--- config.mk ---
export PLATFORM = sky130hd
export DESIGN_NAME = instruction_loader
export DESIGN_NICKNAME = d
export VERILOG_FILES = /design/src/rtl/instruction_loader_pkg.sv /design/src/rtl/instruction_loader_assembler.sv /design/src/rtl/instruction_loader.sv
export SDC_FILE = /design/constraint.sdc
export NUM_CORES = 1
export LEC_CHECK = 0
export CAP_MARGIN = 30
export CORE_MARGIN = 2
export CORE_UTILIZATION = 30
export DETAILED_ROUTE_END_ITERATION = 10
export PLACE_DENSITY_LB_ADDON = 0.25
export SLEW_MARGIN = 20
export SYNTH_ARGS = -nofsm -noshare
export SYNTH_HDL_FRONTEND = slang
export SYNTH_HIERARCHICAL = 1
export SYNTH_SLANG_ARGS = --single-unit
--- constraint.sdc ---
create_clock -name clk -period 4.4 [get_ports clk]
set_input_delay 0.66 -clock clk [delete_from_list [all_inputs] [get_ports clk]]
set_output_delay 0.66 -clock clk [all_outputs]
set_load 0.1 [all_outputs]
--- src/rtl/instruction_loader_pkg.sv ---
// Shared definitions for the instruction loader and the core-side instruction memory.
package instruction_loader_pkg;

  localparam int WORD_W_DEF     = 32;
  localparam int ADDR_W_DEF     = 7;
  localparam int BYTES_PER_WORD = WORD_W_DEF / 8;

  typedef enum logic [2:0] {
    IDLE  = 3'd0,
    LOAD  = 3'd1,
    WRITE = 3'd2,
    DONE  = 3'd3,
    ERR   = 3'd4
  } state_t;

  function automatic int bytes_per_word(input int word_w);
    return word_w / 8;
  endfunction

endpackage

--- src/rtl/instruction_loader_assembler.sv ---
// Big-endian byte shift register with a byte counter; word_full flags the shift that completes a word.
module word_assembler
  import instruction_loader_pkg::*;
#(
  parameter int WORD_W = WORD_W_DEF
) (
  input  logic              clk,
  input  logic              reset,
  input  logic              shift_en,
  input  logic              clear,
  input  logic [7:0]        byte_in,
  output logic [WORD_W-1:0] word_out,
  output logic              word_full
);

  localparam int BPW   = bytes_per_word(WORD_W);
  localparam int CNT_W = (BPW > 1) ? $clog2(BPW) : 1;

  logic [WORD_W-1:0] r_shift;
  logic [CNT_W-1:0]  r_cnt;

  assign word_out  = r_shift;
  assign word_full = shift_en && (r_cnt == CNT_W'(BPW - 1));

  always_ff @(posedge clk) begin
    if (reset) begin
      r_shift <= '0;
      r_cnt   <= '0;
    end else if (clear) begin
      r_cnt <= '0;
    end else if (shift_en) begin
      r_shift <= {r_shift[WORD_W-9:0], byte_in};
      r_cnt   <= word_full ? '0 : r_cnt + CNT_W'(1);
    end
  end

endmodule

--- src/rtl/instruction_loader.sv ---
// Streams a header count plus big-endian words into instruction memory, then releases the core.
module instruction_loader
  import instruction_loader_pkg::*;
#(
  parameter int WORD_W = WORD_W_DEF,
  parameter int ADDR_W = ADDR_W_DEF
) (
  input  logic              clk,
  input  logic              reset,
  input  logic [7:0]        in_data,
  input  logic              in_valid,
  output logic              in_ready,
  output logic              mem_we,
  output logic [ADDR_W-1:0] mem_addr,
  output logic [WORD_W-1:0] mem_wdata,
  output logic              cpu_reset,
  output logic [ADDR_W-1:0] cantidad_instrucciones,
  output logic              load_done,
  output logic              load_err
);

  state_t            r_state;
  logic              r_in_ready;
  logic              r_mem_we;
  logic [ADDR_W-1:0] r_idx;
  logic [ADDR_W-1:0] r_n;
  logic              r_cpu_reset;
  logic [ADDR_W-1:0] r_cnt_out;
  logic              r_done;
  logic              r_err;

  logic              w_accept;
  logic              w_shift_en;
  logic              w_clear;
  logic              w_word_full;
  logic [WORD_W-1:0] w_word;
  logic [ADDR_W-1:0] w_hdr_n;
  logic              w_hdr_bad;
  logic [ADDR_W-1:0] w_idx_next;

  assign w_accept   = in_valid && r_in_ready;
  assign w_shift_en = w_accept && (r_state == LOAD);
  assign w_clear    = (r_state == WRITE);
  assign w_hdr_n    = in_data[ADDR_W-1:0];
  assign w_hdr_bad  = (|(in_data >> ADDR_W)) || (w_hdr_n == '0);
  assign w_idx_next = r_idx + ADDR_W'(1);

  word_assembler #(.WORD_W(WORD_W)) u_asm (
    .clk       (clk),
    .reset     (reset),
    .shift_en  (w_shift_en),
    .clear     (w_clear),
    .byte_in   (in_data),
    .word_out  (w_word),
    .word_full (w_word_full)
  );

  // The assembled word and word index are both registers that stay stable through WRITE,
  // so they drive the memory port directly.
  assign in_ready               = r_in_ready;
  assign mem_we                 = r_mem_we;
  assign mem_addr               = r_idx;
  assign mem_wdata              = w_word;
  assign cpu_reset              = r_cpu_reset;
  assign cantidad_instrucciones = r_cnt_out;
  assign load_done              = r_done;
  assign load_err               = r_err;

  always_ff @(posedge clk) begin
    if (reset) begin
      r_state     <= IDLE;
      r_in_ready  <= 1'b0;
      r_mem_we    <= 1'b0;
      r_idx       <= '0;
      r_n         <= '0;
      r_cpu_reset <= 1'b1;
      r_cnt_out   <= '0;
      r_done      <= 1'b0;
      r_err       <= 1'b0;
    end else begin
      case (r_state)
        IDLE: begin
          r_in_ready <= 1'b1;
          if (w_accept) begin
            if (w_hdr_bad) begin
              r_state    <= ERR;
              r_in_ready <= 1'b0;
              r_err      <= 1'b1;
            end else begin
              r_n     <= w_hdr_n;
              r_state <= LOAD;
            end
          end
        end
        LOAD: begin
          if (w_word_full) begin
            r_state    <= WRITE;
            r_in_ready <= 1'b0;
            r_mem_we   <= 1'b1;
          end
        end
        WRITE: begin
          r_mem_we <= 1'b0;
          r_idx    <= w_idx_next;
          if (w_idx_next == r_n) begin
            r_state     <= DONE;
            r_cpu_reset <= 1'b0;
            r_done      <= 1'b1;
            r_cnt_out   <= r_n;
          end else begin
            r_state    <= LOAD;
            r_in_ready <= 1'b1;
          end
        end
        DONE, ERR: begin
          r_in_ready <= 1'b0;
          r_mem_we   <= 1'b0;
        end
        default: r_state <= IDLE;
      endcase
    end
  end

endmodule

==> results.cfg <==
[run_status]
status = finished, final reports clean

[clock_network]
clk_pin_slew_worst_paths_ns = 0.07
cts_tree = built
cts_buffers = 9
insertion_delay_ns = 0.35
h-tree-depth = 3
post_cts_buffers = 0
cts_root_buf = clkbuf_8
cts_resized = 0
clkSinkCount = 63
cts_hold_buffers = 0
clk_path_buf_depth = 2

[critical_path]
cp_cell_sequence = clkdlybuf4s50_1
slowest_delay_ns = 1.21
critPathMaxFanout = 11
worstPathRequired_ns = 3.74
critPathArrivalTime_ns = 2.13
cp-end-kind = output pin
critical-path-slowest-cell = clkdlybuf4s50_1
startpoint = mem_addr[2]
reg2reg_from = mem_addr[0]
worst-setup-path-type = reg2out
worstSetupStartpointType = flop
critical-path-top-delay-family = buffers and inverters
critical_path_buf_inv_count = 1

[floorplanning]
die_area_um2 = 9660
core.rowCount = 34
core_area_um2 = 8680
die_y_um = 98.3
die_w_um = 98.3
start_util_pct = 30.7
ioPinCount = 62

[logic_synthesis]
synth-edff-count = 0
synth-seq-cells = 63
synth_area_um2 = 2670
synth_flop_cell = dfxtp_1
synthCells = 309
ys_seq_area_share_pct = 47.3
syn_nets = 322
synth.avg_cell_area_um2 = 8.63
synth_cell_types = 44
ys_warn_count = 6
ys_async_sr_fraction_pct = 0

[power]
power_density_nw_per_um2 = 452
peakVddDrop_v = 0.000155
p_total_mw = 1.59
p_leak_nw = 1.19

[finish]
final_cell_mix = nand2_1 (69), dfxtp_1 (63), clkdlybuf4s50_1 (60)
fillers = 920
diodes = 0
final_cells = 478
final_common_cell = nand2_1
multiInputGateArea_um2 = 1240
layout-drive-gt1-share_pct = 7.57
area_delta_synth_final_pct = 31.7
final-seq-area_um2 = 1260
nets = 378

[placement]
dp_cells = 462
port_buffers = 61
routabilityCongestion = 0.757
dpl_worst_slack_ns = 1.45
hpwl_um = 4330

[sta]
fmaxAchievable_mhz = 358
final.setup.worst_slack_ns = 1.61
worstMarginPinSlew_ns = 0.987
slew_violations = 0
finClkSkew_ns = 0.0115
fin_crit_sh_pct = 63.5
setup_viol_count_final = 0
fin_crit_ns = 2.79
setup_tns_ns = 0
relSlewSlack_pct = 34.0
hold_viol = 0
rsz0062_at_grt = no

[worst_hold_path]
min-delay-start = cpu_reset
hp-class = reg2reg

[grt]
grtUsageMet1_pct = 17.6
grt_first_pass_wirelength_um = 10400
grt_pass1_vias = 2143
top_usage_layer = met2
grt_max_degree = 44
grt-ovfl-total = 0
grt_antenna_before_repair = 0
grt_use_met2_pct = 21.0
met3_usage_pct = 4.08
grt_usage_pct = 13.6

[route]
routed_wl_um = 6300
dr.pass1.iters = 4
drc = 0
drtAntennaViolNets = 0
vias = 2227
wl_per_cell_um = 13.2
viasPerCell = 4.66
drt_iter0_drc = 103

[run]
maxCapViolCount = 0
==> Yosys cell counts, types with 3 or more instances <==
cell type	n	area share (%)
nand2_1	69	9.7
dfxtp_1	63	47
a21oi_1	34	6.4
nor2_1	33	4.6
mux2i_1	17	6.4
nor3_1	9	1.7
xor2_1	8	2.6
buf_6	7	3.0
nand3_1	7	1.3
o21ai_0	7	1.3
clkbuf_1	6	0.84
xnor2_1	5	1.6
buf_2	3	0.56
nand4_1	3	0.70
==> per-layer routing <==
metal / routed length [um] / vias to the layer above
met4: 129 / 0
li1: - / 1146
met1: 2950 / 1035
met2: 2980 / 37
met5: 0 / -
met3: 249 / 9
==> layout make-up <==
cell class,count,area share (%)
multi-input cells,223,35.4
clock inverters,7,2.10
inverters,2,0.214
flip-flops and latches,63,35.9
well taps,108,3.85
clock buffers,9,3.53
repair buffers,66,19.0
==> state kept, by name (all words and copies together), names as in the netlist, 2 cells and up <==
register / flops
u_asm/word_out: 32
u_asm/r_cnt: 2
r_n: 7
mem_addr: 7
cantidad_instrucciones: 7
r_state: 3
==> stage by stage <==
step           instance area (um2)  util, %  hold WS [ns]
3_3_place_gp                  3260     37.5         0.447
2_1_floorplan                 2670        -         0.502
6_report                      3510     40.5         0.457
3_5_place_dp                  3310     38.2         0.448
5_1_grt                       3510     40.5         0.489
4_1_cts                       3510     40.5         0.460
==> worst paths after layout <==
check                                                  to  slack [ns]  cells past startpoint
worst max-delay path                          mem_addr[2]        1.61                      1
worst min-delay path                            cpu_reset        0.46                      2
worst max register to register  cantidad_instrucciones[5]        1.88                      8
worst min register to register                  cpu_reset        0.46                      2
==> kinds of logic (layout without fill, tap and decap cells) <==
family | Yosys count | in the layout | synth area share, %
flops | 63 | 63 | 47.3
compound gates | 52 | 52 | 11.3
fa+ha+maj | 2 | 2 | 0.938
buf+inv | 23 | 84 | 6.15
simple gates | 139 | 139 | 23.7
xor+xnor | 13 | 13 | 4.27
mux | 17 | 17 | 6.38
==> where the power goes <==
group / leakage [nW] / total (mW) / internal, mW / switching [mW]
Clock: 0.0992 / 0.508 / 0.262 / 0.246
Sequential: 0.509 / 0.671 / 0.607 / 0.0637
Combinational: 0.582 / 0.408 / 0.135 / 0.272
No activity file was read; power rests on OpenSTA's default activity.
